===== config.mk =====
export PLATFORM = sky130hd
export DESIGN_NAME = serial_adder
export DESIGN_NICKNAME = d
export VERILOG_FILES = /design/src/rtl/serial_adder.sv
export SDC_FILE = /design/constraint.sdc
export NUM_CORES = 1
export LEC_CHECK = 0
export BUFFER_PORTS_ARGS = -buffer_cell sky130_fd_sc_hd__buf_4
export CAP_MARGIN = 20
export CORE_MARGIN = 4
export CORE_UTILIZATION = 52
export CTS_CLUSTER_DIAMETER = 40
export CTS_CLUSTER_SIZE = 14
export DETAILED_ROUTE_END_ITERATION = 10
export PLACE_DENSITY = 0.74
export SLEW_MARGIN = 20
export SYNTH_ARGS = -nofsm -noshare
export SYNTH_HDL_FRONTEND = slang
export SYNTH_SLANG_ARGS = --single-unit

===== constraint.sdc =====
create_clock -name clk -period 1.8 [get_ports clk]
set_input_delay 0.36 -clock clk [delete_from_list [all_inputs] [get_ports clk]]
set_output_delay 0.36 -clock clk [all_outputs]
set_load 0.02 [all_outputs]

===== src/rtl/serial_adder.sv =====
// Bit-serial adder: one full-adder cell plus a carry flop adds two WIDTH-bit
// operands and a carry-in LSB first, WIDTH clocks per operation.
module serial_adder #(
  parameter int WIDTH = 8
) (
  input  logic             clk,
  input  logic             rst,
  input  logic             start,
  input  logic [WIDTH-1:0] a,
  input  logic [WIDTH-1:0] b,
  input  logic             cin,
  output logic             busy,
  output logic             done,
  output logic [WIDTH-1:0] sum,
  output logic             cout
);

  localparam int CNT_W = (WIDTH > 2) ? $clog2(WIDTH) : 1;
  localparam logic [CNT_W-1:0] LAST_CNT = CNT_W'(WIDTH - 1);

  typedef enum logic [0:0] {
    IDLE  = 1'b0,
    SHIFT = 1'b1
  } state_t;

  state_t           state;
  state_t           state_nxt;
  logic [WIDTH-1:0] a_sh;
  logic [WIDTH-1:0] b_sh;
  logic             carry;
  logic [CNT_W-1:0] cnt;
  logic             accept;
  logic             last;
  logic             bit_s;
  logic             bit_c;

  function automatic logic fa_sum(input logic x, input logic y, input logic ci);
    return x ^ y ^ ci;
  endfunction

  function automatic logic fa_carry(input logic x, input logic y, input logic ci);
    return (x & y) | (x & ci) | (y & ci);
  endfunction

  always_ff @(posedge clk or posedge rst) begin
    if (rst) begin
      state <= IDLE;
    end else begin
      state <= state_nxt;
    end
  end

  always_comb begin
    state_nxt = state;
    accept    = 1'b0;
    last      = 1'b0;
    bit_s     = fa_sum(a_sh[0], b_sh[0], carry);
    bit_c     = fa_carry(a_sh[0], b_sh[0], carry);
    case (state)
      IDLE: begin
        if (start) begin
          accept    = 1'b1;
          state_nxt = SHIFT;
        end
      end
      SHIFT: begin
        if (cnt == LAST_CNT) begin
          last      = 1'b1;
          state_nxt = IDLE;
        end
      end
      default: state_nxt = IDLE;
    endcase
  end

  // Datapath: operands shift out LSB first, sum bits enter at the MSB end so
  // the result lands aligned after exactly WIDTH shifts.
  always_ff @(posedge clk or posedge rst) begin
    if (rst) begin
      a_sh  <= '0;
      b_sh  <= '0;
      carry <= 1'b0;
      cnt   <= '0;
      sum   <= '0;
      cout  <= 1'b0;
      done  <= 1'b0;
    end else begin
      done <= last;
      if (accept) begin
        a_sh  <= a;
        b_sh  <= b;
        carry <= cin;
        cnt   <= '0;
      end else if (state == SHIFT) begin
        a_sh  <= a_sh >> 1;
        b_sh  <= b_sh >> 1;
        carry <= bit_c;
        sum   <= {bit_s, sum[WIDTH-1:1]};
        cnt   <= cnt + CNT_W'(1);
        if (last) begin
          cout <= bit_c;
        end
      end
    end
  end

  assign busy = (state == SHIFT);

endmodule


* Word-level counts from Yosys, hierarchy flattened
Index checks and enable logic that the tools add are counted.
W data, S select, Z words.
** Storage, ports and cells
- Word-level logic and storage cells :: 36
- Register bits :: 31
- Input bits :: 20
- Output and inout port bits :: 11
** Operators by class
- Add/sub/neg operators :: 1
- Reductions and logical operators :: 3
- Bitwise operators :: 9
- Eq/ne operators :: 1
- Mux-type cells :: 14
** Operators by type and width (number)
- $mux W8 :: 4
- $mux W1 :: 7
- $mux W3 :: 2
- $add A3 B1 Y3 const B :: 1
- $and A1 B1 Y1 :: 3
- $eq A3 B3 Y1 const B :: 1
- $reduce_and A3 Y1 :: 1
- $not A1 Y1 :: 2
- $or A1 B1 Y1 :: 2
- $pmux W1 S2 :: 1
- $reduce_and A2 Y1 :: 1
- $reduce_bool A2 Y1 :: 1
- $xor A1 B1 Y1 :: 2

* Longest topological paths before layout
- Depth after elaboration :: 5
- Depth in mapped cells :: 4
- Gate-level depth less buffers :: 4

* Worst setup path after synthesis
No wires, ideal clock.
- Kind :: reg2reg
- Start point :: register cnt[0]
- End point :: register cout
- Library setup time :: 0.127 ns
- Path buffers :: 0
- Period minus slack after synthesis :: 1.292 ns
- Cell stages (with the launch flop) :: 5
- Slack :: 0.508 ns
- Arrival time :: 1.165 ns
- Required time :: 1.673 ns
- Path through :: dfrtp_1 > ha_1 > ha_1 > and2_1 > mux2_1
** Between the ends
- Word-level cells in the longest chain between the ends :: 4
** Ends and longest elaborated chain
- from (decl) :: RTL line 31 : logic [CNT_W-1:0] cnt;
- from (signal assigned) :: RTL line 99 : cnt <= cnt + CNT_W'(1);
- $eq A3 B3 Y1 :: RTL line 67 : if (cnt == LAST_CNT) begin
- $mux W1 :: RTL line 67
- $mux W1 :: RTL line 59 : case (state)
- via last :: RTL line 33 : logic last;
- $reduce_and A3 Y1 (no line)
- to (signal assigned) :: RTL line 101 : cout <= bit_c;
- to (decl) :: RTL line 15 : output logic cout
The timed path passes the listed nets, and every way through them passes these cells.
A chain may end at the register's enable or synchronous reset.

* Worst setup path after layout
Ends and elaborated chain as after synthesis.

==> impl_results.md <==
- Status: complete, no violations
- Crit-path max FO: 2
- Buffers on Ports: 30
- Rows: 18
- Post-Place Worst Slack: 0.432 ns
- Inst Count DP: 166
- Synth warn: 0
- Simple-gate share of the synthesized area: 6.16%
- GPL Wtd Cong: 0.694
- CTS max path bufs: 2
- Fin. max-slew vios: 0
- GRT Total Usage: 16.9%
- Synth area leaders: dfrtp_1, mux2i_1, o21ai_1, mux2_4, nand2_1
- Syn nets: 132
- Chip Height: 59.2 um
- Clk_lat worst skew: 0.31 ns
- Die ar.: 0.00350 mm^2
- Power density over the cells: 1630 mW/mm^2
- Starting Density: 54.9%
- Share of layout cells above drive strength 1: 34.0%
- Congestion Overflow GR: 0
- Root buffer cell: clkbuf_4
- Crit path time final: 1.39 ns
- FILL cells: 202
- First-pass GRT wire length: 4350 um
- Worst Max-Slew Pin Slew: 0.384 ns
- R2R depth: 4
- I/O pin count: 31
- Max-Cap Viols: 0
- RSZ-0062 raised after global routing: false
- Seq/Total Area, Yosys: 57.0%
- Compound-Gate Fraction of Synth Area: 6.53%
- Most frequent cells in the layout: buf_4, dfrtp_1, mux2i_1
- Clock Sink Count: 31
- Syn avg cell area: 12.5 um^2
- Die width: 59.2 um
- Post-Layout Cell Count: 174
- Hold crit path type: in -> async
- Setup violators final: 0
- Layout Skew: 0.00320 ns
- Synth unique cells: 18
- Slew margin rel.: 74.4%
- H-tree depth: 2
- Number of global-route vias before repair: 979
- Fin crit share: 77.0%
- Kind of end point of the critical path: flip-flop
- Arrival time worst endpoint: 1.59 ns
- Final Hold Vio Count: 0
- Crit path launch type: flip-flop
- Commonest non-fill, non-tap cell in the layout: buf_4
- Vias: 903
- DRC viols: 0
- XOR/XNOR Fraction of Synth Area: 0%
- CTS tree: done
- DR iter-0 viols: 27
- Post-route ant nets: 0
- Yosys top cell area share: 57.0%
- Synth Register Bits: 31
- Initial antenna violation count: 0
- Area Overhead vs Synth: 21.3%
- CP required: 2.00 ns
- Max Freq: 722 MHz
- End of the worst register-to-register path: cout
- Register area: 776 um^2
- Mux cell area share after synthesis: 22.6%
- Worst setup margin: 0.414 ns
- Wire length per cell: 14.3 um
- Setup TNS Final: 0 ns
- Leak pwr: 0.855 nW
- Clk slew on worst S/H paths: 0.09 ns
- Pre-antenna DRT Iters: 4
- Core area: 0.00248 mm^2
- Maximum vdd drop: 1.23 mV
- Reg-to-reg startpoint: cnt[0]
- Hpwl dp: 1840 um
- Synth Instances: 109
- Setup CP Type: reg -> reg
- Num CTS Buffers: 5
- R2r setup slk: 0.41 ns
- Routed WL: 2480 um
- Vias per cell: 5.19
- Final nets: 166
- Antenna diodes: 0
- Footprint of the multi-input gates: 526 um^2
- Post-cts repair resize count: 0
- Largest net degree at the start of global routing: 32
- Largest family of logic cells by synthesized area: multiplexers
- Post-synthesis cell area: 0.00136 mm^2
- Post-CTS Setup Inserts: 0
- Post-Synth Adder-Cell Area: 3.31%
- Cts hold-fix bufs: 0
- Top cell type by total area after synthesis: dfrtp_1
-- sequential cells by signal (all words and copies together) (netlist names) --
signal,flops
b_sh,8
busy,1
done,1
a_sh,8
carry,1
cnt,3
cout,1
sum,8
-- where the power goes --
group,internal [mW],switching (mW),total (mW),leakage [nW]
registers,0.986,0.185,1.17,0.399
clock network,0.152,0.219,0.371,0.0293
logic,0.580,0.564,1.14,0.427
total,1.72,0.968,2.69,0.855
-- critical path: stages (launching register included) --
cell     delay [ns]
dfrtp_1        0.40
ha_1           0.20
ha_1           0.20
and2_1         0.16
mux2_1         0.31
-- cell usage after synthesis (all sizes together) --
master,count
mux2,10
nand2b,1
ha,2
mux2i,18
inv,2
dfrtp,31
buf,7
and2,1
nand2,16
o21ai,16
a22o,1
fa,1
nor2,3
-- worst max path at each step --
| stage | from | to | cells after the start |
|---|---|---|---|
| global route | cnt[0] | cout | 4 |
| floorplan | cnt[0] | cout | 4 |
| global placement | cnt[0] | cout | 4 |
| detailed placement | cnt[0] | cout | 4 |
| finish | cnt[0] | cout | 4 |
| CTS | cnt[0] | cout | 4 |
-- per-stage QoR --
stage	power (mW)	hold WS, ns	instance area (um^2)	utilization, %
floorplan	1.98	0.455	1360	-
global placement	2.27	0.463	1600	64.6
detailed placement	2.34	0.465	1600	64.6
CTS	2.72	0.112	1650	66.7
global route	2.90	0.121	1650	66.7
finish	2.69	0.110	1650	66.7
-- cell families after synthesis --
kind of cell / Yosys count
DFF: 31
muxes: 28
and+or+nand+nor: 21
AOI/OAI and AO/OA: 17
buffers and inverters: 9
adders and majority gates: 3
-- cell type report --
class,instances,share of cell area [%]
flip-flops and latches,31,47.0
multi-input cells,69,31.8
repair buffers,34,15.5
clock buffers,7,2.73
well taps,30,2.27
inverters,2,0.455
clock inverters,1,0.303
-- layer usage --
layer | track usage (%) | part of all wire (%)
met5 | 0 | 0
met4 | 6.80 | 1.2
met3 | 5.01 | 4.3
met2 | 29.2 | 53
met1 | 19.6 | 41
No activity file was read; power rests on OpenSTA's default activity.
